### src/rtl/ifetch_queue.sv
// ifetch_queue: instruction prefetch queue between the instruction ROM and the
// asca16core decode stage. Issues sequential ROM reads with a one-read-in-flight
// credit scheme, buffers {pc, opcode} pairs, and hands them to the core under a
// valid/ready handshake. A branch redirect flushes everything and restarts fetch.
module ifetch_queue #(
    parameter int DEPTH = 4,
    parameter int AW    = 16,
    parameter int DW    = 16
) (
    input  logic          clk,
    input  logic          reset,
    input  logic          fetch_en,
    output logic          rom_rd,
    output logic [AW-1:0] rom_addr,
    input  logic [DW-1:0] rom_data,
    input  logic          redirect,
    input  logic [AW-1:0] redirect_addr,
    output logic          op_valid,
    output logic [DW-1:0] op,
    output logic [AW-1:0] op_pc,
    input  logic          op_ready
);

    localparam int PW = (DEPTH > 1) ? $clog2(DEPTH) : 1;
    localparam int CW = PW + 1;

    logic [AW-1:0] pc_mem [DEPTH];
    logic [DW-1:0] op_mem [DEPTH];

    logic [AW-1:0] fetch_pc;
    logic [PW-1:0] rd_ptr;
    logic [PW-1:0] wr_ptr;
    logic [CW-1:0] count;
    logic          rd_q;
    logic [AW-1:0] pc_q;

    logic          push;
    logic          pop;
    logic [CW-1:0] reserved;

    // A slot is reserved for the in-flight read, so issuing only while
    // count + rd_q < DEPTH guarantees the return always has somewhere to land.
    always_comb begin
        reserved = count + CW'(rd_q);
        rom_rd   = fetch_en & ~redirect & ~reset & (reserved < CW'(DEPTH));
        rom_addr = fetch_pc;
        push     = rd_q & ~redirect;
        op_valid = (count != '0) & ~redirect;
        pop      = op_valid & op_ready;
        op       = '0;
        op_pc    = '0;
        if (op_valid) begin
            op    = op_mem[rd_ptr];
            op_pc = pc_mem[rd_ptr];
        end
    end

    // Control state: reset clears everything, redirect flushes and retargets
    // fetch, otherwise issue/return/pop advance the pointers and occupancy.
    always_ff @(posedge clk) begin
        if (reset) begin
            fetch_pc <= '0;
            rd_ptr   <= '0;
            wr_ptr   <= '0;
            count    <= '0;
            rd_q     <= 1'b0;
            pc_q     <= '0;
        end else if (redirect) begin
            fetch_pc <= redirect_addr;
            rd_ptr   <= '0;
            wr_ptr   <= '0;
            count    <= '0;
            rd_q     <= 1'b0;
        end else begin
            rd_q <= rom_rd;
            if (rom_rd) begin
                fetch_pc <= fetch_pc + AW'(1);
                pc_q     <= fetch_pc;
            end
            if (push) begin
                wr_ptr <= wr_ptr + PW'(1);
            end
            if (pop) begin
                rd_ptr <= rd_ptr + PW'(1);
            end
            case ({push, pop})
                2'b10:   count <= count + CW'(1);
                2'b01:   count <= count - CW'(1);
                default: count <= count;
            endcase
        end
    end

    // Queue storage: the returning opcode is written alongside the address it
    // was fetched from; no reset needed since count gates visibility.
    always_ff @(posedge clk) begin
        if (push & ~reset) begin
            pc_mem[wr_ptr] <= pc_q;
            op_mem[wr_ptr] <= rom_data;
        end
    end

endmodule

### config.mk
export PLATFORM = sky130hd
export DESIGN_NAME = ifetch_queue
export DESIGN_NICKNAME = d
export VERILOG_FILES = /design/src/rtl/ifetch_queue.sv
export SDC_FILE = /design/constraint.sdc
export NUM_CORES = 1
export LEC_CHECK = 0
export BUFFER_PORTS_ARGS = -buffer_cell sky130_fd_sc_hd__buf_2
export CAP_MARGIN = 40
export CORE_UTILIZATION = 57
export CTS_CLUSTER_SIZE = 12
export DETAILED_ROUTE_END_ITERATION = 10
export GPL_TIMING_DRIVEN = 0
export PLACE_DENSITY = 0.79
export RECOVER_POWER = 25
export SYNTH_ARGS = -nofsm -noshare
export SYNTH_HDL_FRONTEND = slang
export SYNTH_SLANG_ARGS = --single-unit
### constraint.sdc
create_clock -name clk -period 3.1 [get_ports clk]
set_clock_uncertainty 0.2 [all_clocks]
set_input_delay 0.62 -clock clk [delete_from_list [all_inputs] [get_ports clk]]
set_output_delay 0.62 -clock clk [all_outputs]
set_load 0.1 [all_outputs]
# == Word level (Yosys, flattened, before mapping) ==
# Memory sizes are Yosys's and may differ from the RTL's. A register that Yosys moved wholly into a read port is not among the register bits.
# Cells that the tools add are included.
# totals
reg_bits,40
ram_bits,128
input_bits,37
output_inout_bits,50
elab_cells,42
memories,2
# op_classes
addsub,6
n_lt_le_gt_ge,1
n_eq_ne,2
n_mux,11
bitwise_logic,9
reduce_logical,5
# mem_list
name,depth,word_bits,rd,rd_clocked_by_memory_dff,wr,line_no,text
op_mem,4,16,1,1,1,28,logic [DW-1:0] op_mem [DEPTH];
pc_mem,4,16,1,1,1,27,logic [AW-1:0] pc_mem [DEPTH];
# op_table
cell,n
$mux 16,4
$add 16x1->16 const B,1
$mux 2,4
$and 1x1->1,7
$pmux 3 s2,1
$add 2x1->2 const B,2
$reduce_bool 2->1,2
$add 3x1->3,1
$add 3x1->3 const B,1
$lt 3x3->1 const B,1
$reduce_bool 3->1,1
$sub 3x1->3 const B,1
$eq 2x1->1 const B,1
$eq 2x2->1 const B,1
$mux 1,2
$not 1->1,2
$reduce_and 2->1,1
$reduce_or 2->1,1

# == Logic depth before layout (Yosys ltp) ==
# logic_depth
word_depth,6
mapped_depth,10

# == Worst setup path before layout ==
# Ideal clock, no wire load.
# synth_timing
kind,input port to output port
start,in redirect
end,out op[10]
arrival_ns,2.806
slack_ns,-0.526
cell_stages,4
path_buffers,2
path_cell_list,buf_6 -> nor2_1 -> clkbuf_1 -> and2_1
# synth_via
elab_chain_len,3
# synth_rtl
element,line_no,text
start: declaration,16,"input logic redirect,"
$not 1->1 (no line),-,
$and 1x1->1,48,op_valid = (count != '0) & ~redirect;
named net op_valid,18,"output logic op_valid,"
$mux 16,52,if (op_valid) begin
end: declaration,19,"output logic [DW-1:0] op,"
# The timed path passes the listed nets, and every way through them passes these cells.

==> qor.csv <==
metric;value;unit
gate count of the mapped netlist;458;
Num CTS Buffers;17;
total count of hold-check failures in the final report;0;
post-detailed-placement half-perimeter wirelength;8655;um
setup repair after global routing missed its margin;true;
Layout area overhead;18.20;%
flip-flop cell with the highest count after synthesis;edfxtp_1;
Power Dens Cells;578.1;nW/um^2
count of hold buffers inserted by post-cts repair;0;
slowest cell delay on critical path;0.53;ns
largest vdd supply drop;0.3128;mV
fraction of the cycle the final worst path needs;0.9809;
total grt overflow;0;
combined area of all synthesized cells;6875;sq um
cell area after layout;8127;sq um
vias post-DR;4224;
DRC violation total after the first TritonRoute iteration;235;
CP endpoint kind;primary output;
total detailed-routing wirelength;13420;um
setup violation total in the final timing report;0;
TritonCTS clock tree;built;
time the worst path needs with I/O delays and setup;3.041;ns
maximum fanout encountered on the critical timing path;10;
Synthesized Nets;502;
root buf cell;clkbuf_16;
num ports;87;
kind of critical path;register to primary output;
number of antenna violations at the first check in global routing;0;
Total Neg Setup Slack;0;ns
wire length of the first global-routing pass;21760;um
mean number of vias per cell;5.867;
EDFF count, synth;128;
area share of the largest cell type after synthesis;0.5591;
placeable core region;11560;sq um
Post-Route Hold Slack;0.2598;ns
series of cell instances along the critical path;buf_4 -> mux4_2 -> and2_2 -> buf_2;
clock-pin transition on the worst setup and hold timing paths;0.06;ns
floorplan row count;39;
part of the Yosys area used for sequential elements;0.6813;
Initial Utilization;0.5945;
CP delay by family, top;buffers and inverters;
leading cell types by total area after synthesis;edfxtp_1, dfxtp_1, mux4_2;
Synth cell types;44;
achievable clock frequency;0.3289;GHz
Antenna Cells;0;
DRT antenna net count;0;
worst max-slew margin expressed relative to the limit;0.6415;
Min-Delay Path Class;input port to register;
number of synthesis warnings;0;
total leakage power;2.911;nW
violated checks;design-rule violations;
total of buffers placed on input and output ports;85;
pin count of the biggest net entering global routing;29;
final net count;609;
number of flip-flops and latches in the synthesized netlist;170;
FFs w/ async S/R, synth;0;
fraction of layout cells with a size suffix above 1;0.2894;
H-tree levels;4;
GRT Total Usage;0.2351;
Die X;111.8;um
last weighted congestion value of the routability-driven placer;0.9016;
actual transition at the worst max-transition pin;0.5377;ns
routed length per instance;18.63;um
result of the run;finished with violations;
vias in the first global route;4230;
startpoint of the most critical register-to-register path;count[0];
1st-pass router iterations;8;
fillers;760;
buffer levels on the longest clock path;2;
later-pin clock latency in the skew report;0.42;ns
number of remaining DRC errors;6;
number of buffers and inverters on the critical path;2;
Critical Path AT;2.22;ns
CP max-delay cell;mux4_2;
post-placement cell area;7577;sq um
startpoint types;register;
max-cap viol count;0;
Sink Count;170;
Slew Viols, Final;0;
synthesized area per cell;15.01;sq um
die area;12500;sq um
data required time at the worst endpoint;2.28;ns
Chip Height;111.8;um
Yosys top cell by area;edfxtp_1;
worst hold start;rom_data[12];
-- synth_stat cells (2+ instances only) --
library cell	n
a32oi_1	2
edfxtp_1	128
nand3_1	9
o311ai_0	3
xor2_1	2
a31oi_1	7
mux2_2	4
mux4_2	32
nor3_1	3
a21o_1	2
dfxtp_1	42
and2_1	32
o22ai_1	6
or4_1	3
nor2_1	14
ha_1	6
buf_2	10
a21oi_1	20
o21ai_0	2
xnor2_1	3
a22oi_1	2
and3_1	6
nand2b_1	8
mux2i_1	5
inv_1	11
nand4_1	7
clkbuf_1	17
o31a_1	3
and4_1	2
nand2_1	50
or3_1	2
nor4_1	3
-- metal layers --
metal / global-route usage / routed length (um) / up-vias
met2: 0.3801 / 6701 / 185
li1: - / - / 1964
met3: 0.06151 / 818 / 21
met5: 0 / 0 / -
met1: 0.2994 / 5630 / 2054
met4: 0.1090 / 267 / 0
-- worst register-to-register path, stage by stage, from the launching register on --
cell and delay, ns:
dfxtp_1 0.41, nor3_1 0.12, nor3_1 0.25, ha_1 0.25, inv_1 0.06, fa_1 0.38
xor2_1 0.17, or3_1 0.33, a21oi_1 0.17
-- where the power goes --
group | leakage (nW) | switching (W) | internal, W
clock network | 0.263 | 0.000788 | 0.00117
logic | 1.07 | 0.000195 | 0.0000630
registers | 1.58 | 0.0000277 | 0.00246
total | 2.91 | 0.00101 | 0.00369
-- logic make-up after synthesis --
family / share of synthesized area
buf+inv: 0.02529
xor+xnor: 0.006371
simple gates: 0.1057
fa+ha+maj: 0.01383
mux: 0.1187
compound gates: 0.04877
flops: 0.6813
-- per-stage QoR --
| step | utilization | std cells | setup slack [ns] | total power, W |
|---|---|---|---|---|
| 5_1_grt | 0.7027 | 720 | -0.05748 | 0.004854 |
| 3_3_place_gp | 0.6478 | 686 | -0.1661 | 0.002781 |
| 3_5_place_dp | 0.6552 | 690 | 0.007855 | 0.002788 |
| 2_1_floorplan | - | 458 | 0.2102 | 0.002712 |
| 6_report | 0.7027 | 720 | 0.05929 | 0.004698 |
| 4_1_cts | 0.7033 | 720 | 0.001781 | 0.004734 |
-- timing repair --
item | CTS | global route
buffers inserted | 0 | 0
setup endpoints to repair | 30 | 24
resized for setup | 8 | 8
pin swaps | 0 | 0
-- registers in the layout (all words and copies together) (netlist names), named ones only --
signal	count
count	3
op_mem	64
pc_mem	64
pc_q	16
rd_ptr	2
rd_q	1
rom_addr	16
wr_ptr	2
-- cell usage in the layout (no fill, tap or decap), types with 8 or more instances in the layout --
cell       instances
a21oi_1           20
and2_1            23
and2_2             9
buf_2             73
clkbuf_1          31
clkbuf_16         17
dfxtp_1           42
edfxtp_1         128
inv_1             11
mux4_2            32
nand2_1           50
nand2b_1           8
nand3_1            9
nor2_1            13
-- path summary, 6_finish.rpt --
kind | to | slack, ns | cells past startpoint
worst max-delay path | op[14] | 0.06 | 4
worst max register to register | count[2] | 0.70 | 8
worst min-delay path | op_mem[0][12] | 0.26 | 1
worst min register to register | pc_mem[2][9] | 0.30 | 0
-- cell type report --
type                       instances  area (sq um)  area share
clock buffer                      21         440.4     0.05420
sequential                       170          4684      0.5764
buffer                            28         143.9     0.01771
multi-input combinational        247          2036      0.2505
timing repair buffer              89         495.5     0.06097
tap                              143         178.9     0.02202
clock inverter                    10         102.6     0.01263
inverter                          12         45.04    0.005543
No activity file was read; power rests on OpenSTA's default activity.
